$ cat src/rtl/pipe_stage_reg_pkg.sv
// Shared CPU pipeline constants and the pipeline-stage register FSM encoding.
package pipe_stage_reg_pkg;

  localparam int unsigned XLEN     = 32;
  localparam int unsigned ExcW     = 5;
  localparam logic [4:0]  ExcNone  = 5'd0;
  localparam logic [31:0] ResetPc  = 32'h0000_3000;

  typedef enum logic [1:0] {
    StEmpty = 2'd0,
    StFull  = 2'd1,
    StHeld  = 2'd2
  } pipe_state_e;

endpackage

$ cat src/rtl/pipe_stage_reg_sat_counter.sv
// Up-counter that sticks at all-ones; clear wins over increment.
module sat_counter #(
  parameter int unsigned W = 16
) (
  input  logic         clk,
  input  logic         reset,
  input  logic         inc,
  input  logic         clr,
  output logic [W-1:0] q
);

  logic [W-1:0] q_q, q_d;

  always_comb begin
    q_d = q_q;
    if (clr) begin
      q_d = '0;
    end else if (inc && (q_q != '1)) begin
      q_d = q_q + W'(1);
    end
  end

  always_ff @(posedge clk or posedge reset) begin
    if (reset) begin
      q_q <= '0;
    end else begin
      q_q <= q_d;
    end
  end

  assign q = q_q;

endmodule

$ cat src/rtl/pipe_stage_reg.sv
// Pipeline stage register with stall/flush, occupancy FSM and stall/bubble statistics.
module pipe_stage_reg
  import pipe_stage_reg_pkg::*;
#(
  parameter int unsigned     PC_W      = 32,
  parameter int unsigned     DATA_W    = 32,
  parameter int unsigned     EXC_W     = 5,
  parameter logic [PC_W-1:0] RESET_PC  = PC_W'(ResetPc),
  parameter int unsigned     CNT_W     = 16,
  parameter int unsigned     MAX_STALL = 255
) (
  input  logic              clk,
  input  logic              reset,
  input  logic              stopen,
  input  logic              flush,
  input  logic              valid_in,
  input  logic [PC_W-1:0]   pc_in,
  input  logic [DATA_W-1:0] instr_in,
  input  logic [EXC_W-1:0]  exc_in,
  input  logic              bd_in,
  output logic              valid_out,
  output logic [PC_W-1:0]   pc_out,
  output logic [DATA_W-1:0] instr_out,
  output logic [EXC_W-1:0]  exc_out,
  output logic              bd_out,
  output logic [CNT_W-1:0]  stall_cnt,
  output logic [CNT_W-1:0]  bubble_cnt,
  output logic              stall_timeout
);

  localparam int unsigned PayW    = 1 + PC_W + DATA_W + EXC_W + 1;
  localparam int unsigned TailW   = DATA_W + EXC_W + 1;
  localparam int unsigned ConsW   = $clog2(MAX_STALL + 1);
  localparam logic [ConsW-1:0] MaxStallC = ConsW'(MAX_STALL);
  localparam logic [PayW-1:0]  PayReset  = {1'b0, RESET_PC, {TailW{1'b0}}};

  // {valid, pc, instr, exc, bd}
  logic [PayW-1:0]  payload_q, payload_d;
  pipe_state_e      state_q, state_d;
  pipe_state_e      load_state;
  logic             timeout_q, timeout_d;
  logic [ConsW-1:0] cons_cnt;
  logic             stall;

  assign stall      = stopen & ~flush;
  assign load_state = valid_in ? StFull : StEmpty;

  always_comb begin
    payload_d = payload_q;
    state_d   = state_q;
    if (flush) begin
      // Bubble keeps the incoming PC so a later exception reports the right EPC.
      payload_d = {1'b0, pc_in, {TailW{1'b0}}};
      state_d   = StEmpty;
    end else begin
      if (!stopen) begin
        payload_d = {valid_in, pc_in, instr_in, exc_in, bd_in};
      end
      unique case (state_q)
        StEmpty, StFull: state_d = stall ? StHeld : load_state;
        StHeld:          state_d = stopen ? StHeld : load_state;
        default:         state_d = StEmpty;
      endcase
    end
  end

  // Registered so the flag rises on the same edge the consecutive count reaches the limit.
  assign timeout_d = stall && (cons_cnt >= (MaxStallC - ConsW'(1)));

  always_ff @(posedge clk or posedge reset) begin
    if (reset) begin
      payload_q <= PayReset;
      state_q   <= StEmpty;
      timeout_q <= 1'b0;
    end else begin
      payload_q <= payload_d;
      state_q   <= state_d;
      timeout_q <= timeout_d;
    end
  end

  sat_counter #(
    .W(CNT_W)
  ) u_stall_cnt (
    .clk  (clk),
    .reset(reset),
    .inc  (stall),
    .clr  (1'b0),
    .q    (stall_cnt)
  );

  sat_counter #(
    .W(CNT_W)
  ) u_bubble_cnt (
    .clk  (clk),
    .reset(reset),
    .inc  (flush),
    .clr  (1'b0),
    .q    (bubble_cnt)
  );

  sat_counter #(
    .W(ConsW)
  ) u_cons_cnt (
    .clk  (clk),
    .reset(reset),
    .inc  (stall && (cons_cnt != MaxStallC)),
    .clr  (~stall),
    .q    (cons_cnt)
  );

  assign {valid_out, pc_out, instr_out, exc_out, bd_out} = payload_q;
  assign stall_timeout = timeout_q;

endmodule

$ cat config.mk
export PLATFORM = sky130hd
export DESIGN_NAME = pipe_stage_reg
export DESIGN_NICKNAME = d
export VERILOG_FILES = /design/src/rtl/pipe_stage_reg_pkg.sv /design/src/rtl/pipe_stage_reg_sat_counter.sv /design/src/rtl/pipe_stage_reg.sv
export SDC_FILE = /design/constraint.sdc
export NUM_CORES = 1
export LEC_CHECK = 0
export CORE_MARGIN = 5
export CORE_UTILIZATION = 35
export DETAILED_ROUTE_END_ITERATION = 16
export GPL_TIMING_DRIVEN = 0
export PLACE_DENSITY = 0.68
export RECOVER_POWER = 100
export SLEW_MARGIN = 20
export SYNTH_ARGS = -nofsm -noshare
export SYNTH_HDL_FRONTEND = slang
export SYNTH_SLANG_ARGS = --single-unit
$ cat constraint.sdc
create_clock -name clk -period 9.2 [get_ports clk]
set_input_delay 2.76 -clock clk [delete_from_list [all_inputs] [get_ports clk]]
set_output_delay 2.76 -clock clk [all_outputs]
set_load 0.005 [all_outputs]
==> flow_summary_export.csv <==
group,metric,value,unit
sta,hold_violations,0,
detailed_routing,vias,3982,
logic_synthesis,synth_edf_count,0,
clock_network,clk_latency,0.35,ns
detailed_routing,antenna_left,0,
placed_design,pre_cts_slack,4.99,ns
cells_and_area,layout_common_cells,"nand2_1 (111), dfrtp_1 (110), dlygate4sd3_1 (105)",
cells_and_area,antenna_cells,0,
global_routing,grt_pass1_wl,21100,um
cells_and_area,syn2layout_area_growth,47.0,%
critical_path,end_kind,"async pin",
sta,holdWs,0.456,ns
sta,grt_setup_unrepaired,"false",
logic_synthesis,syn_inst,462,
sta,skew,0.00596,ns
sta,relSlewSlack,-55.5,%
critical_path,cp.arrival,5.06,ns
run,max-cap-violations,1,
global_routing,grt_max_degree,64,
clock_network,postCtsResizedCells,0,
global_routing,antenna_found_initial,0,
logic_synthesis,synth_area,0.00489,sq mm
cells_and_area,fillers,1266,
floorplan,pin_count,179,
floorplan,initial_utilization,35.5,%
critical_path,path_class,"primary input to async pin",
cells_and_area,fin_nets,729,
critical_path,cp_max_fo,63,
detailed_routing,wl_per_cell,15.6,um
clock_network,cts_hold_buf,0,
clock_network,clkTransAtPathRegs,0.08,ns
floorplan,die_h,128,um
global_routing,grt-ovfl-total,0,
cells_and_area,seqCellArea,0.00281,sq mm
outcome,status,"complete, but fails checks",
hold_path,hp-class,"flip-flop to flip-flop",
placed_design,hpwlAfterDp,9780,um
floorplan,fp.dieW,128,um
clock_network,root_buffer,"clkbuf_16",
critical_path,startpoint_type,"primary input",
sta,fin_crit_sh,50.0,%
detailed_routing,drcViolationCount,0,
floorplan,core-area,0.0138,sq mm
clock_network,h-tree-depth,3,
floorplan,dieArea,0.0164,sq mm
cells_and_area,drive_gt1_share,5.80,%
sta,setup_viol,0,
floorplan,rows,43,
logic_synthesis,ys_ff_latch,112,
clock_network,cts_sinks,112,
sta,setup_ws,4.60,ns
sta,layout_min_cycle_time,4.60,ns
sta,worst_pin_slew,2.32,ns
logic_synthesis,synth_cell_types,48,
clock_network,cts_tree,"yes",
critical_path,worstPathRequired,9.67,ns
logic_synthesis,syn_nets,541,
clock_network,cts_max_path_buffers,2,
global_routing,grt_usage,16.1,%
detailed_routing,drt_iter0_markers,134,
power,powerDensity,178,mW/mm^2
outcome,violations,"max-capacitance violations, max-slew violations",
logic_synthesis,syn_avg_cell_area,10.6,sq um
clock_network,post_cts_buffers,0,
logic_synthesis,yosysWarnings,0,
cells_and_area,multi_input_area,0.00193,sq mm
sta,fin_setup_tns,0,ns
sta,drv_slew,50,
logic_synthesis,ys_seq_area_share,57.4,%
cells_and_area,fin_util,52.1,%
power,ir_drop,0.101,mV
placed_design,place.gp.congestion,0.792,
global_routing,grt_pass1_vias,4128,
logic_synthesis,async_flop_share,100,%
detailed_routing,routed_wl,13000,um
clock_network,numCtsBuffers,9,
detailed_routing,vias_per_cell,4.77,
power,power_leakage,3.44,nW
detailed_routing,dr.pass1.iters,4,
cells_and_area,layout_commonest_cell,"nand2_1",
logic_synthesis,synth_ff_type,"dfrtp_1",
sta,max_freq,217,MHz
placed_design,port_buffers,176,
-- metal layers --
layer  global-route usage (%)  wire [um]
met5                        0          0
met4                     6.37        299
met3                     4.17        814
met2                     27.1       6440
met1                     19.7       5470
-- path summary, 6_finish.rpt --
kind / start / to / slack (ns) / cells after the start
min reg2reg: payload_q[50] / payload_q[50] / 0.46 / 2
max reg2reg: u_bubble_cnt.q[0] / u_bubble_cnt.q[1] / 7.19 / 4
min in group asynchronous: reset / payload_q[14] / 3.49 / 2
min: payload_q[50] / payload_q[50] / 0.46 / 2
max: reset / payload_q[51] / 4.60 / 3
max in group clk: flush / payload_q[47] / 4.76 / 7
-- cells by family after synthesis --
| logic type | Yosys count | synth area share [%] |
|---|---|---|
| xor+xnor | 18 | 3.23 |
| fa+ha+maj | 4 | 1.02 |
| flops | 112 | 57.4 |
| simple gates | 226 | 21.5 |
| mux | 47 | 9.91 |
| buf+inv | 24 | 2.20 |
| compound gates | 31 | 4.71 |
-- synth_stat cells (2+ instances only) --
library cell,n,area [sq um]
and3_1,4,25.0
inv_1,4,15.0
a31oi_1,7,43.8
clkbuf_1,9,33.8
ha_1,4,50.1
a21oi_1,7,35.0
nand4_1,10,62.6
nor3_1,9,45.0
nand2b_1,4,25.0
dfrtp_1,110,2750
buf_1,2,7.51
o21ai_0,6,30.0
nor2_1,54,203
xnor2_1,10,87.6
nand4_4,2,42.5
mux2_2,7,78.8
mux2i_1,39,390
or3_4,2,22.5
dfstp_2,2,52.6
nor4_2,2,25.0
nand3_1,16,80.1
nand2_1,111,417
xor2_1,8,70.1
and2_1,2,12.5
buf_2,8,40.0
-- area by class of cell --
class	count	share of cell area [%]
plain buffers	20	1.06
clock buffers	11	3.52
clock inverters	5	1.20
inverters	4	0.226
well taps	180	3.14
flip-flops and latches	112	39.1
multi-input cells	326	26.9
repair buffers	177	24.9
-- through the flow --
step / power (mW) / instance area (sq um) / cells
floorplan: 0.708 / 4890 / 462
global placement: 0.869 / 6870 / 818
detailed placement: 0.882 / 6910 / 819
CTS: 1.32 / 7250 / 835
global route: 1.35 / 7180 / 835
finish: 1.28 / 7180 / 835
-- critical path, cell delays in order --
cell and delay, ns:
dlygate4sd3_1 0.55, clkinvlp_2 1.32, buf_16 0.36
-- flip-flops by register name, indices dropped and copies added, names as in the netlist --
register        count
payload_q          71
stall_timeout       1
u_bubble_cnt.q     16
u_cons_cnt.q        8
u_stall_cnt.q      16
-- power breakdown --
| group | internal (mW) | total (mW) | switching [mW] |
|---|---|---|---|
| registers | 0.542 | 0.600 | 0.0583 |
| clock network | 0.256 | 0.439 | 0.183 |
| logic | 0.140 | 0.241 | 0.101 |
No activity file was read; power rests on OpenSTA's default activity.
